$ cat src/rtl/rotate_sequencer_if.sv
// Bundle of the requester, result and status signals of rotate_sequencer.
// The slave modport is the sequencer's view; the master modport is the environment's view.
interface rotate_sequencer_if #(
  parameter int WIDTH = 8,
  parameter int AMT_W = 3
);
  logic             req0_valid;
  logic             req0_ready;
  logic [WIDTH-1:0] req0_data;
  logic             req0_dir;
  logic [AMT_W-1:0] req0_amt;
  logic             req1_valid;
  logic             req1_ready;
  logic [WIDTH-1:0] req1_data;
  logic             req1_dir;
  logic [AMT_W-1:0] req1_amt;
  logic             out_valid;
  logic             out_ready;
  logic [WIDTH-1:0] out_data;
  logic             out_id;
  logic             busy;

  modport slave (
    input  req0_valid, req0_data, req0_dir, req0_amt,
    input  req1_valid, req1_data, req1_dir, req1_amt,
    input  out_ready,
    output req0_ready, req1_ready, out_valid, out_data, out_id, busy
  );

  modport master (
    output req0_valid, req0_data, req0_dir, req0_amt,
    output req1_valid, req1_data, req1_dir, req1_amt,
    output out_ready,
    input  req0_ready, req1_ready, out_valid, out_data, out_id, busy
  );
endinterface

$ cat src/rtl/rotate_sequencer.sv
// Round-robin front end sharing one rotate engine between two requesters.
// ROTATE_FAST_EN: rotate in the accept cycle with a barrel shifter instead of bit-serial steps.
module rotate_sequencer #(
  parameter int WIDTH = 8,
  parameter int AMT_W = 3
) (
  input logic               clk,
  input logic               rst,
  rotate_sequencer_if.slave bus
);
  typedef enum logic [1:0] {IDLE = 2'd0, ROTATE = 2'd1, DONE = 2'd2} state_t;

  state_t           state_q;
  logic [WIDTH-1:0] data_q;
  logic             id_q;
  logic             last_grant_q;
  logic             out_valid_q;
  logic             busy_q;
`ifndef ROTATE_FAST_EN
  logic [AMT_W-1:0] cnt_q;
  logic             dir_q;
`endif

  logic             grant_valid;
  logic             grant_id;
  logic [WIDTH-1:0] sel_data;
  logic             sel_dir;
  logic [AMT_W-1:0] sel_amt;
  logic [AMT_W-1:0] amt_d;

  // Doubling the word turns a rotate into a plain shift followed by a slice.
  function automatic logic [WIDTH-1:0] rot_by(input logic [WIDTH-1:0] d,
                                              input logic right,
                                              input logic [AMT_W-1:0] k);
    logic [2*WIDTH-1:0] dd;
    if (right) begin
      dd = {d, d} >> k;
      rot_by = dd[WIDTH-1:0];
    end else begin
      dd = {d, d} << k;
      rot_by = dd[2*WIDTH-1:WIDTH];
    end
  endfunction

  always_comb begin
    grant_valid = 1'b0;
    grant_id    = 1'b0;
    if (state_q == IDLE) begin
      if (bus.req0_valid && bus.req1_valid) begin
        grant_valid = 1'b1;
        grant_id    = ~last_grant_q;
      end else if (bus.req0_valid) begin
        grant_valid = 1'b1;
      end else if (bus.req1_valid) begin
        grant_valid = 1'b1;
        grant_id    = 1'b1;
      end
    end
  end

  assign bus.req0_ready = grant_valid & ~grant_id;
  assign bus.req1_ready = grant_valid & grant_id;

  assign sel_data = grant_id ? bus.req1_data : bus.req0_data;
  assign sel_dir  = grant_id ? bus.req1_dir  : bus.req0_dir;
  assign sel_amt  = grant_id ? bus.req1_amt  : bus.req0_amt;
  assign amt_d    = AMT_W'(32'(sel_amt) % WIDTH);

  assign bus.out_valid = out_valid_q;
  assign bus.out_data  = data_q;
  assign bus.out_id    = id_q;
  assign bus.busy      = busy_q;

  always_ff @(posedge clk) begin
    if (rst) begin
      state_q      <= IDLE;
      data_q       <= '0;
      id_q         <= 1'b0;
      last_grant_q <= 1'b1;
      out_valid_q  <= 1'b0;
      busy_q       <= 1'b0;
`ifndef ROTATE_FAST_EN
      cnt_q        <= '0;
      dir_q        <= 1'b0;
`endif
    end else begin
      case (state_q)
        IDLE: begin
          if (grant_valid) begin
            id_q         <= grant_id;
            last_grant_q <= grant_id;
            busy_q       <= 1'b1;
`ifdef ROTATE_FAST_EN
            data_q       <= rot_by(sel_data, sel_dir, amt_d);
            state_q      <= DONE;
            out_valid_q  <= 1'b1;
`else
            data_q       <= sel_data;
            dir_q        <= sel_dir;
            cnt_q        <= amt_d;
            if (amt_d == '0) begin
              state_q     <= DONE;
              out_valid_q <= 1'b1;
            end else begin
              state_q     <= ROTATE;
            end
`endif
          end
        end
`ifndef ROTATE_FAST_EN
        ROTATE: begin
          data_q <= rot_by(data_q, dir_q, AMT_W'(1));
          cnt_q  <= cnt_q - AMT_W'(1);
          if (cnt_q == AMT_W'(1)) begin
            state_q     <= DONE;
            out_valid_q <= 1'b1;
          end
        end
`endif
        DONE: begin
          if (bus.out_ready) begin
            state_q     <= IDLE;
            out_valid_q <= 1'b0;
            busy_q      <= 1'b0;
          end
        end
        default: state_q <= IDLE;
      endcase
    end
  end
endmodule
$ cat src/flat_wrapper.sv
// flat-port wrapper written by rule: the top's interface ports become plain ports
module rotate_sequencer_flat 
#(
  parameter int WIDTH = 8,
  parameter int AMT_W = 3
)
  (clk, rst, bus_req0_valid, bus_req0_data, bus_req0_dir, bus_req0_amt, bus_req1_valid, bus_req1_data, bus_req1_dir, bus_req1_amt, bus_out_ready, bus_req0_ready, bus_req1_ready, bus_out_valid, bus_out_data, bus_out_id, bus_busy);
  rotate_sequencer_if #(.WIDTH(WIDTH), .AMT_W(AMT_W)) bus_i ();
  input logic clk;
  input logic rst;
  input wire logic [$bits(bus_i.req0_valid)-1:0] bus_req0_valid;
  input wire logic [$bits(bus_i.req0_data)-1:0] bus_req0_data;
  input wire logic [$bits(bus_i.req0_dir)-1:0] bus_req0_dir;
  input wire logic [$bits(bus_i.req0_amt)-1:0] bus_req0_amt;
  input wire logic [$bits(bus_i.req1_valid)-1:0] bus_req1_valid;
  input wire logic [$bits(bus_i.req1_data)-1:0] bus_req1_data;
  input wire logic [$bits(bus_i.req1_dir)-1:0] bus_req1_dir;
  input wire logic [$bits(bus_i.req1_amt)-1:0] bus_req1_amt;
  input wire logic [$bits(bus_i.out_ready)-1:0] bus_out_ready;
  output wire logic [$bits(bus_i.req0_ready)-1:0] bus_req0_ready;
  output wire logic [$bits(bus_i.req1_ready)-1:0] bus_req1_ready;
  output wire logic [$bits(bus_i.out_valid)-1:0] bus_out_valid;
  output wire logic [$bits(bus_i.out_data)-1:0] bus_out_data;
  output wire logic [$bits(bus_i.out_id)-1:0] bus_out_id;
  output wire logic [$bits(bus_i.busy)-1:0] bus_busy;
  assign bus_i.req0_valid = bus_req0_valid;
  assign bus_i.req0_data = bus_req0_data;
  assign bus_i.req0_dir = bus_req0_dir;
  assign bus_i.req0_amt = bus_req0_amt;
  assign bus_i.req1_valid = bus_req1_valid;
  assign bus_i.req1_data = bus_req1_data;
  assign bus_i.req1_dir = bus_req1_dir;
  assign bus_i.req1_amt = bus_req1_amt;
  assign bus_i.out_ready = bus_out_ready;
  assign bus_req0_ready = bus_i.req0_ready;
  assign bus_req1_ready = bus_i.req1_ready;
  assign bus_out_valid = bus_i.out_valid;
  assign bus_out_data = bus_i.out_data;
  assign bus_out_id = bus_i.out_id;
  assign bus_busy = bus_i.busy;
  rotate_sequencer #(.WIDTH(WIDTH), .AMT_W(AMT_W)) u_core (.clk(clk), .rst(rst), .bus(bus_i));
endmodule
$ cat config.mk
export PLATFORM = sky130hd
export DESIGN_NAME = rotate_sequencer_flat
export DESIGN_NICKNAME = d
export VERILOG_FILES = /design/src/rtl/rotate_sequencer_if.sv /design/src/rtl/rotate_sequencer.sv /design/src/flat_wrapper.sv
export SDC_FILE = /design/constraint.sdc
export NUM_CORES = 1
export LEC_CHECK = 0
export ABC_AREA = 0
export CAP_MARGIN = 10
export CORE_MARGIN = 5
export CORE_UTILIZATION = 44
export CTS_CLUSTER_SIZE = 30
export DETAILED_ROUTE_END_ITERATION = 12
export PLACE_DENSITY = 0.79
export SETUP_SLACK_MARGIN = 0.1
export SYNTH_ARGS = -nofsm -noshare
export SYNTH_HDL_FRONTEND = slang
export SYNTH_SLANG_ARGS = --single-unit
$ cat constraint.sdc
create_clock -name clk -period 1.55 [get_ports clk]
set_input_delay 0.31 -clock clk [delete_from_list [all_inputs] [get_ports clk]]
set_output_delay 0.31 -clock clk [all_outputs]
set_load 0.02 [all_outputs]
==> results.md <==
- Mapped Avg Cell Area: 8.28 um^2
- Beginning of the critical path: u_core.cnt_q[1]$_SDFFE_PP0P_
- Largest area contributor in the synthesized netlist: dfxtp_1
- TritonCTS clock tree: built
- Standard-cell rows: 18
- Post-synthesis mux area share: 7.06%
- Number of enable flip-flop cells after synthesis: 0
- Top cells by instance count after synthesis: dfxtp_1 (18), a31oi_1 (11), o21ai_1 (10)
- Chip Height: 60.8 um
- Layout cells sized above 1: 30.5%
- Global-route usage over all layers: 21.5%
- Fmax achieved: 0.671 GHz
- Cell breakdown of the critical path: inv_2 > ha_4 > nand3b_1 > a21oi_2 > or3b_4 > a31oi_4
- Pin count of the biggest net entering global routing: 21
- Full die area: 3690 um^2
- WHS Path Cells: 2
- Chip width: 60.8 um
- Leak pwr: 0.784 nW
- Cell at the root of the clock tree: clkbuf_4
- Final critical-path share of the clock period: 96.1%
- Post-synthesis share of cell area spent on full adders, half adders and majority gates: 2.21%
- Total length of routed met2 wires: 1920 um
- Leading cell type by number of instances after synthesis: dfxtp_1
- Capturing point of the worst reg2reg path: u_core.bus.out_valid$_SDFFE_PP0P_
- Post-detailed-route DRC marker count: 0
- Critical path type: flop to flop
- Dominant combinational cell family by area after synthesis: compound AO/OA/AOI/OAI gates
- Netlist Area Pre-Place: 1130 um^2
- Crit-path max FO: 3
- Via count of the first global-routing pass: 1,338
- Final setup skew: 0.00468 ns
- Number of vias in the routed layout: 1,381
- Synthesized instance count: 137
- TritonCTS sink count: 18
- Leading cell types by total area after synthesis: dfxtp_1 (32%), mux2i_1 (7.1%), a22o_1 (6.2%)
- Capturing element type of the critical path: flop
- CTS Buf Count: 3
- Final GP Congestion: 0.859
- Post-synthesis share of cell area spent on and, or, nand and nor gates: 17.5%
- Final Max Tran Viols: 0
- Highest routed metal layer: met4
- Initial Util: 45.8%
- Delay of the slowest critical-path stage: 0.43 ns
- Residual antenna-violating net count after detailed routing: 0
- Core ar.: 2480 um^2
- Post-DR vias/cell: 6.00
- Clock slew seen by the registers of the worst setup and hold paths: 0.11 ns
- Proportion of register bits with asynchronous set or reset after synthesis: 0%
- Post-DP HPWL: 2720 um
- Wire per inst: 17.1 um
- Global-route wire length before repair: 6090 um
- Worst hold-check path type: flop to flop
- Total nets after synthesis: 168
- Met3 wirelength from detailed routing: 418 um
- Distinct cell type count of the synthesized netlist: 36
- Startpoint of the lowest-slack hold path: u_core.bus.out_id$_SDFFE_PP0P_
- Cell Count Post-Placement: 219
- Complex-gate fraction of the synthesized area: 35.2%
- Power density over cell area: 1640 nW/um^2
- Max_cap viols: 0
- Number of violations reported at the end of detailed-routing iteration 0: 78
- Latest clock arrival within the worst-skew pair: 0.30 ns
- Hold-critical path endpoint: u_core.bus.out_id$_SDFFE_PP0P_
- Outcome: finished, final reports clean
- Wire length on met1: 1520 um
- Growth of design area from synthesis to finish: 66.7%
- Slowest library cell on the worst path: or3b_4
- H-Tree Depth: 1
- Ports placed on the boundary: 42
- Arrival time reported for the critical path endpoint: 1.72 ns
- Count of buffers inserted at the top-level ports: 41
- Worst hold margin: 0.511 ns
- Antenna diode count: 0
- Sequential area share after synthesis: 31.8%
- Deepest clock path buffer count: 2
- Filler cells: 198
- Max-Slew Margin vs Limit: 66.1%
- Layout Cells excl Fill: 230
- Synthesis-stage register bit count: 18
- Slew at the pin with the worst max-slew slack: 0.508 ns
- Residual overflow from global routing: 0
- Number of nets in the layout: 232
- Xor-xnor portion of the synthesized cell area: 0%
- Setup-violating endpoint count in the final report: 0
- Startpoint kind of the worst setup timing path: flop
- Proportion of netlist area held by the largest area contributor: 31.8%
- FF-to-FF setup slack: 0.06 ns
- Clock period minus worst slack: 1.49 ns
- Total wire length after detailed routing: 3940 um
- Endpoint required time on the critical path: 1.78 ns
- Antenna violations before repair: 0
- Number of hold violations in the final report: 0
- Top flip-flop cell by instance count after synthesis: dfxtp_1
- RSZ-0062 raised after global routing: yes
- Length of the first detailed-routing pass in iterations: 4
- Max VDD drop: 1.21 mV
- Startpoint of the lowest-slack register-to-register path: u_core.cnt_q[1]$_SDFFE_PP0P_
- Synth Warn #: 0
- R2R cell count: 6
-- worst max path at each step --
stage,slack [ns],to
floorplan,0.18,u_core.bus.out_data[3]$_SDFFE_PP0P_
global placement,-0.52,bus_req1_ready
detailed placement,-0.56,bus_req1_ready
CTS,0.08,bus_req0_ready
global route,0.007,u_core.bus.out_valid$_SDFFE_PP0P_
finish,0.06,u_core.bus.out_valid$_SDFFE_PP0P_
-- cell type report --
class / instances / area, um^2 / share of cell area (%)
repair buffers: 69 / 641 / 33.9
clock buffers: 4 / 36.3 / 1.92
flip-flops and latches: 18 / 367 / 19.4
well taps: 30 / 37.5 / 1.98
inverters: 5 / 18.8 / 0.992
multi-input cells: 104 / 792 / 41.9
-- sequential cells by signal, indices dropped and copies added, names as in the netlist --
signal and cells:
u_core.bus.out_valid 1, u_core.cnt_q 3, u_core.bus.out_id 1, u_core.bus.busy 1, u_core.state_q 2, u_core.dir_q 1
u_core.bus.out_data 8, u_core.last_grant_q 1
-- power breakdown --
| part | total (mW) | internal, mW | switching (mW) |
|---|---|---|---|
| registers | 0.843 | 0.643 | 0.200 |
| logic | 1.96 | 0.962 | 0.997 |
| clock network | 0.296 | 0.143 | 0.153 |
| total | 3.10 | 1.75 | 1.35 |
-- timing repair --
action / in CTS / in global routing
gates resized for setup: 37 / 15
pin swaps: 6 / 5
setup endpoints to repair: 28 / 14
hold buffers: 0 / 0
gates cloned: 0 / 1
setup buffers: 5 / 1
-- routing by layer --
metal / GRT usage, % / vias to the layer above
met4: 5.88 / 0
met3: 4.68 / 13
met5: 0 / -
met1: 25.0 / 640
met2: 39.2 / 81
li1: - / 647
-- through the flow --
| step | power [mW] | area [um^2] | setup slack [ns] | util (%) | setup TNS (ns) |
|---|---|---|---|---|---|
| final | 3.10 | 1890 | 0.0600 | 76.4 | 0 |
| after global routing | 3.28 | 1890 | 0.00704 | 76.4 | 0 |
| after CTS | 2.91 | 1810 | 0.0843 | 73.0 | 0 |
| after detailed placement | 2.54 | 1710 | -0.564 | 69.1 | -6.97 |
| after global placement | 2.49 | 1710 | -0.523 | 69.1 | -6.16 |
| after floorplan | 1.82 | 1130 | 0.183 | - | 0 |
-- critical path: cells and delay by family (launching register included) --
family | cells | cell delay [ns]
AOI/OAI and AO/OA | 2 | 0.34
buffers and inverters | 1 | 0.07
DFF | 1 | 0.34
adders and majority gates | 1 | 0.13
and+or+nand+nor | 2 | 0.53
-- cells by family after synthesis --
kind of cell	after synthesis
AO/OA/AOI/OAI	58
buffers and inverters	15
flip-flops	18
multiplexers	8
adder cells (fa/ha/maj)	2
AND/OR/NAND/NOR	36
-- cell usage in the layout (no fill, tap or decap), drive strengths merged --
cell type	instances
a21o	2
a22o	8
dlygate4sd2	13
buf	30
or3	1
nor3	5
nand3b	3
ha	2
nand2	8
a31oi	11
dfxtp	18
a21bo	1
o21ai	14
or2	2
nor2	9
a21boi	1
o21bai	1
a21oi	9
nand3	3
inv	5
clkbuf	4
nor2b	1
a211oi	2
a2111oi	1
clkdlybuf4s50	26
mux2i	8
and3	1
nand2b	1
or3b	1
a22oi	8
nand4	1
No activity file was read; power rests on OpenSTA's default activity.
